## config.mk

```make
export PLATFORM = sky130hd
export DESIGN_NAME = dpa_mp_sequencer
export DESIGN_NICKNAME = d
export VERILOG_FILES = /design/src/rtl/dpa_mp_pkg.sv /design/src/rtl/dpa_mp_sequencer_dpa1.sv /design/src/rtl/dpa_mp_sequencer.sv
export SDC_FILE = /design/constraint.sdc
export NUM_CORES = 2
export LEC_CHECK = 0
export CAP_MARGIN = 20
export CORE_MARGIN = 5
export CORE_UTILIZATION = 25
export CTS_CLUSTER_DIAMETER = 100
export DETAILED_ROUTE_END_ITERATION = 16
export DONT_BUFFER_PORTS = 1
export PLACE_DENSITY_LB_ADDON = 0.2
export SLEW_MARGIN = 5
export SYNTH_ARGS = -nofsm -noshare
export SYNTH_HDL_FRONTEND = slang
export SYNTH_SLANG_ARGS = --single-unit
```

## constraint.sdc

```tcl
create_clock -name clk -period 7.8 [get_ports clk]
set_input_delay 1.56 -clock clk [delete_from_list [all_inputs] [get_ports clk]]
set_output_delay 1.56 -clock clk [all_outputs]
set_load 0.02 [all_outputs]
```

## src/rtl/dpa_mp_pkg.sv

```systemverilog
// Shared types and defaults for the multi-precision add/subtract sequencer.
// Latency: n/a (package only).
// Backpressure: n/a (package only).
package dpa_mp_pkg;

    localparam int DEFAULT_WORD_W    = 64;
    localparam int DEFAULT_NUM_WORDS = 4;

    typedef enum logic [1:0] {
        IDLE = 2'd0,
        RUN  = 2'd1,
        DONE = 2'd2
    } state_t;

endpackage

```

## src/rtl/dpa_mp_sequencer_dpa1.sv

```systemverilog
// Single-word adder: a + b + cin with carry, zero, negative and signed overflow flags.
// Latency: purely combinational, zero cycles.
// Backpressure: none; outputs follow inputs every cycle.
module DPA1 #(
    parameter int N = 64
) (
    input  logic [N-1:0] a,
    input  logic [N-1:0] b,
    input  logic         cin,
    input  logic         signed_en,
    output logic [N-1:0] final_sum,
    output logic         cout,
    output logic         zero_flag,
    output logic         overflow_flag,
    output logic         negative_flag
);

    logic [N:0] full_sum;

    // One extra bit captures the carry out of the word.
    assign full_sum  = {1'b0, a} + {1'b0, b} + {{N{1'b0}}, cin};
    assign final_sum = full_sum[N-1:0];
    assign cout      = full_sum[N];

    assign zero_flag     = ~|final_sum;
    assign negative_flag = final_sum[N-1];
    // Signed overflow: like-signed operands produced an opposite-signed sum.
    // Only meaningful on the word that holds the sign, hence the enable.
    assign overflow_flag = signed_en & (a[N-1] == b[N-1]) & (final_sum[N-1] != a[N-1]);

endmodule

```

## src/rtl/dpa_mp_sequencer.sv

```systemverilog
// Multi-precision add/subtract: streams NUM_WORDS words LSW-first through one DPA1 (optional abort: DPA_MP_ABORT_EN).
// Latency: NUM_WORDS cycles from accept to out_valid; one request in flight at a time.
// Backpressure: in_ready low outside IDLE; result held in DONE until out_ready.
module dpa_mp_sequencer
    import dpa_mp_pkg::*;
#(
    parameter int WORD_W    = DEFAULT_WORD_W,
    parameter int NUM_WORDS = DEFAULT_NUM_WORDS
) (
    input  logic                        clk,
    input  logic                        rst_n,
    input  logic                        in_valid,
    output logic                        in_ready,
    input  logic [WORD_W*NUM_WORDS-1:0] op_a,
    input  logic [WORD_W*NUM_WORDS-1:0] op_b,
    input  logic                        sub,
    input  logic                        signed_en,
`ifdef DPA_MP_ABORT_EN
    input  logic                        abort,
`endif
    output logic                        out_valid,
    input  logic                        out_ready,
    output logic [WORD_W*NUM_WORDS-1:0] result,
    output logic                        cout,
    output logic                        negative_flag,
    output logic                        overflow_flag,
    output logic                        zero_flag
);

    localparam int                IDX_W    = $clog2(NUM_WORDS);
    localparam logic [IDX_W-1:0]  LAST_IDX = IDX_W'(NUM_WORDS - 1);

    state_t state_q;
    state_t state_d;

    logic [WORD_W-1:0] op_a_w   [NUM_WORDS];
    logic [WORD_W-1:0] op_b_w   [NUM_WORDS];
    logic [WORD_W-1:0] a_q      [NUM_WORDS];
    logic [WORD_W-1:0] b_q      [NUM_WORDS];
    logic [WORD_W-1:0] work_q   [NUM_WORDS];
    logic [WORD_W-1:0] result_q [NUM_WORDS];

    logic             se_q;
    logic             carry_q;
    logic             zero_acc_q;
    logic [IDX_W-1:0] idx_q;
    logic             last_word;
    logic             abort_i;

    logic             cout_q;
    logic             neg_q;
    logic             ovf_q;
    logic             zero_q;

    logic [WORD_W-1:0] dpa_a;
    logic [WORD_W-1:0] dpa_b;
    logic              dpa_se;
    logic [WORD_W-1:0] dpa_sum;
    logic              dpa_cout;
    logic              dpa_zero;
    logic              dpa_ovf;
    logic              dpa_neg;

`ifdef DPA_MP_ABORT_EN
    assign abort_i = abort;
`else
    assign abort_i = 1'b0;
`endif

    // Word views of the wide operand inputs and the registered result.
    for (genvar g = 0; g < NUM_WORDS; g++) begin : gen_words
        assign op_a_w[g]                     = op_a[g*WORD_W +: WORD_W];
        assign op_b_w[g]                     = op_b[g*WORD_W +: WORD_W];
        assign result[g*WORD_W +: WORD_W]    = result_q[g];
    end

    assign last_word = (idx_q == LAST_IDX);

    // Word mux feeding the adder; only the top word sees the signed enable.
    always_comb begin
        dpa_a  = a_q[idx_q];
        dpa_b  = b_q[idx_q];
        dpa_se = last_word & se_q;
    end

    DPA1 #(.N(WORD_W)) u_dpa1 (
        .a             (dpa_a),
        .b             (dpa_b),
        .cin           (carry_q),
        .signed_en     (dpa_se),
        .final_sum     (dpa_sum),
        .cout          (dpa_cout),
        .zero_flag     (dpa_zero),
        .overflow_flag (dpa_ovf),
        .negative_flag (dpa_neg)
    );

    // FSM state register.
    always_ff @(posedge clk or negedge rst_n) begin
        if (!rst_n) begin
            state_q <= IDLE;
        end else begin
            state_q <= state_d;
        end
    end

    // Next-state and handshake outputs; abort wins over out_ready.
    always_comb begin
        state_d   = state_q;
        in_ready  = 1'b0;
        out_valid = 1'b0;
        case (state_q)
            IDLE: begin
                in_ready = 1'b1;
                if (in_valid) begin
                    state_d = RUN;
                end
            end
            RUN: begin
                if (abort_i) begin
                    state_d = IDLE;
                end else if (last_word) begin
                    state_d = DONE;
                end
            end
            DONE: begin
                out_valid = 1'b1;
                if (abort_i || out_ready) begin
                    state_d = IDLE;
                end
            end
            default: state_d = IDLE;
        endcase
    end

    // Operand latch and per-word carry/zero/index sequencing.
    always_ff @(posedge clk or negedge rst_n) begin
        if (!rst_n) begin
            for (int i = 0; i < NUM_WORDS; i++) begin
                a_q[i]    <= '0;
                b_q[i]    <= '0;
                work_q[i] <= '0;
            end
            se_q       <= 1'b0;
            carry_q    <= 1'b0;
            zero_acc_q <= 1'b0;
            idx_q      <= '0;
        end else if (state_q == IDLE) begin
            if (in_valid) begin
                // Subtraction is A + ~B + 1: invert B here, seed the carry below.
                for (int i = 0; i < NUM_WORDS; i++) begin
                    a_q[i] <= op_a_w[i];
                    b_q[i] <= op_b_w[i] ^ {WORD_W{sub}};
                end
                se_q       <= signed_en;
                carry_q    <= sub;
                zero_acc_q <= 1'b1;
                idx_q      <= '0;
            end
        end else if (state_q == RUN && !abort_i) begin
            work_q[idx_q] <= dpa_sum;
            carry_q       <= dpa_cout;
            zero_acc_q    <= zero_acc_q & dpa_zero;
            if (!last_word) begin
                idx_q <= idx_q + 1'b1;
            end
        end
    end

    // Visible result registers: loaded only on entry to DONE, cleared on abort.
    always_ff @(posedge clk or negedge rst_n) begin
        if (!rst_n) begin
            for (int i = 0; i < NUM_WORDS; i++) begin
                result_q[i] <= '0;
            end
            cout_q <= 1'b0;
            neg_q  <= 1'b0;
            ovf_q  <= 1'b0;
            zero_q <= 1'b0;
        end else if (abort_i && state_q != IDLE) begin
            for (int i = 0; i < NUM_WORDS; i++) begin
                result_q[i] <= '0;
            end
            cout_q <= 1'b0;
            neg_q  <= 1'b0;
            ovf_q  <= 1'b0;
            zero_q <= 1'b0;
        end else if (state_q == RUN && last_word) begin
            // Lower words come from the work buffer, the top word straight from the adder.
            for (int i = 0; i < NUM_WORDS - 1; i++) begin
                result_q[i] <= work_q[i];
            end
            result_q[NUM_WORDS-1] <= dpa_sum;
            cout_q <= dpa_cout;
            neg_q  <= dpa_neg;
            ovf_q  <= dpa_ovf;
            zero_q <= zero_acc_q & dpa_zero;
        end
    end

    assign cout          = cout_q;
    assign negative_flag = neg_q;
    assign overflow_flag = ovf_q;
    assign zero_flag     = zero_q;

endmodule

```

==> run_results.csv <==
group,metric,value,unit
hold_path,min_path_type,"reg -> reg",
hold_path,holdPathStages,2,
layout,final_common_cell,"dfrtp_1",
timing,period_needed,6.624,ns
timing,relSlewSlack,-0.001242,
layout,nNetsFinal,4325,
cts,cts_tree,"yes",
logic_synthesis,synth_fp_nets,4400,
logic_synthesis,synth_edf_count,0,
logic_synthesis,yosysWarnings,0,
timing,final.period_utilization,0.8493,
timing,worst_slew_pin_slew,1.502,ns
cts,cts-root-buf,"clkbuf_16",
placed_design,placed_cell_area,47380,sq um
layout,syn_to_final_growth,14.84,%
layout,final_cell_mix,"dfrtp_1, mux2_2, nand2_1",
global_routing,grt_pass1_wl,234.4,mm
cts,post-cts-setup-buffers,0,
floorplanning,io_pins,780,
cts,clock_path_buffers,3,
global_routing,met2_usage,0.2875,
drt,drc_errors,0,
logic_synthesis,async_flop_share,1.000,
setup_path,worst-path-max-fanout,67,
drt,dr_total_vias,29410,
floorplanning,dieArea,188200,sq um
floorplanning,fp-row-count,155,
timing,drv_slew,3,
run_status,outcome,"finished, violations left",
global_routing,grt_usage,0.1718,
setup_path,start_kind,"flop",
logic_synthesis,yosys.cell_types.count,86,
run_status,failed_checks,"max-slew violations",
setup_path,critPathArrivalTime,7.32,ns
timing,finalSetupViolCount,0,
timing,rsz0062_at_grt,"no",
drt,drt_iter0_drc,1686,
global_routing,gr-usage-met3,0.06280,
layout,layout-drive-gt1-share,0.2256,
logic_synthesis,netlist_instances,3813,
global_routing,gr-total-overflow,0,
global_routing,grt_pass1_vias,30650,
setup_path,ff2ff_path_depth,14,
floorplanning,initial_core_util,0.2515,
cts,h-tree-depth,3,
global_routing,grt_max_degree,971,
logic_synthesis,syn_area,44910,sq um
logic_synthesis,seq_area_frac_synth,0.5405,
cts,cts_sinks,970,
setup_path,required,8.49,ns
global_routing,antenna_found_initial,74,
timing,fin_tns_setup,0,ns
placed_design,routabilityCongestion,0.8229,
cts,cts-hold-fix-buffers,0,
job,max-cap-violations,0,
cts,clk_latency,0.77,ns
layout,design_area,51580,sq um
drt,wl,164.7,mm
drt,first_pass_iters,5,
layout,nFillCells,18490,
logic_synthesis,synth-seq-cells,970,
cts,ctsResizeCount,0,
global_routing,use_met1,0.2043,
floorplanning,dieWidth,433.9,um
drt,wire_per_inst,26.45,um
floorplanning,fp.dieH,433.9,um
drt,ant_nets,0,
placed_design,io_buffers,0,
cts,path_clk_slew,0.06,ns
drt,vias_per_cell,4.722,
cts,cts_buffers,116,
floorplanning,core_area,178600,sq um
timing,max_clock_freq,151.0,MHz
timing,final-hold-violation-count,0,
setup_path,critPathKind,"reg -> reg",
setup_path,critPathCaptureType,"flop",
logic_synthesis,syn_area_per_cell,11.78,sq um
logic_synthesis,synth_ff_type,"dfrtp_1",
timing,skew,0.06214,ns
placed_design,dp_hpwl,121.8,mm
global_routing,busiest_layer,"met2",
## sequential cells by signal, summed over array words and instances (netlist names)
register	cells
a_q	256
b_q	256
result	256
work_q	192
idx_q	2
state_q	2
carry_q	1
cout	1
overflow_flag	1
se_q	1
zero_acc_q	1
zero_flag	1
## critical path, stage by stage, from the launching register on
cell,delay [ns]
dfrtp_4,0.63
buf_12,0.42
mux4_2,0.62
ha_1,0.54
nand4_1,0.29
nor4_4,0.78
nand3b_1,0.33
nor4_1,0.74
a221o_1,0.29
o21a_1,0.19
o211a_1,0.16
nand4b_1,0.08
or4_1,0.55
or4_1,0.53
a21oi_1,0.17
## logic make-up (layout without fill, tap and decap cells)
| group | Yosys count | after routing | share of synthesized area |
|---|---|---|---|
| AO/OA/AOI/OAI | 814 | 814 | 0.1019 |
| buffers and inverters | 265 | 286 | 0.02259 |
| adder cells (fa/ha/maj) | 69 | 69 | 0.01956 |
| other | 0 | 39 | 0 |
| AND/OR/NAND/NOR | 805 | 805 | 0.07700 |
| XOR/XNOR | 299 | 299 | 0.05831 |
| flip-flops | 970 | 970 | 0.5405 |
| multiplexers | 591 | 591 | 0.1802 |
## metal layers
layer	vias up	routed length [um]
li1	13400	-
met1	14950	65300
met2	774	80190
met3	243	13850
met4	42	5100
met5	-	287
## metrics by stage
stage | hold slack [ns] | cells | utilization | setup slack [ns]
2_1_floorplan | 0.4460 | 3813 | - | 2.421
3_3_place_gp | 0.4571 | 5966 | 0.2652 | 0.1987
3_5_place_dp | 0.4663 | 5967 | 0.2653 | 0.7576
4_1_cts | 0.4483 | 6181 | 0.2873 | 0.7314
5_1_grt | 0.4230 | 6201 | 0.2884 | 0.7184
6_report | 0.4700 | 6228 | 0.2888 | 1.176
## cell type report
cell class	count	area, sq um	share of cell area
Timing Repair Buffer	53	576.8	0.01118
Inverter	19	71.32	0.001383
Clock inverter	46	620.6	0.01203
Multi-Input combinational cell	2578	19670	0.3814
Clock buffer	168	3309	0.06416
Antenna cell	39	97.59	0.001892
Tap cell	2355	2947	0.05713
Sequential cell	970	24280	0.4708
## cell usage after synthesis (3+ instances only)
cell type    n  area (sq um)
a211oi_1    10         75.07
o21ai_0    308          1541
nor3_1      22         110.1
a21boi_0     7         52.55
o22ai_1      3         18.77
or4_1        6         45.04
nand4_1     28         175.2
a31oi_1      4         25.02
a221oi_1     6         52.55
nor4_1       7         43.79
nor2b_1      4         25.02
a21oi_1    347          1737
nand3_1     11         55.05
o2111ai_1    3         26.28
nor2_1     308          1156
xnor2_1    280          2452
a211o_1      6         52.55
mux2_2     459          5169
mux4_2     128          2883
nand2b_1     6         37.54
xor2_1      19         166.4
buf_1       41         153.9
o21ai_1     10         50.05
or3_1        9         56.30
a2111oi_2    3         45.04
o211ai_1    15         112.6
mux2i_1      4         40.04
o21a_1      18         135.1
a311o_1      3         30.03
and4_1       7         61.31
clkbuf_1   191         716.9
and2_1       3         18.77
inv_1       19         71.32
o21bai_1    14         105.1
dfrtp_1    970         24270
o31ai_1      5         37.54
and3_1       8         50.05
nand2_1    354          1329
a21o_1      19         142.6
or2_2        9         56.30
buf_2       13         65.06
o211a_1      3         30.03
ha_1        67         838.3
## worst paths after layout
check | startpoint | end | slack (ns)
min reg2reg | work_q[189]$_DFFE_PN0P_ | work_q[189]$_DFFE_PN0P_ | 0.47
max reg2reg | idx_q[0]$_DFFE_PN0P_ | zero_acc_q$_DFFE_PN0P_ | 1.18
max | idx_q[0]$_DFFE_PN0P_ | zero_acc_q$_DFFE_PN0P_ | 1.18
min | work_q[189]$_DFFE_PN0P_ | work_q[189]$_DFFE_PN0P_ | 0.47
max in group asynchronous | rst_n | a_q[48]$_DFFE_PN0P_ | 4.19
min in group asynchronous | rst_n | result[72]$_DFFE_PN0P_ | 0.49
Power is not shown: default switching activity piles up to over one toggle a cycle in this logic, so the estimate is an artifact.
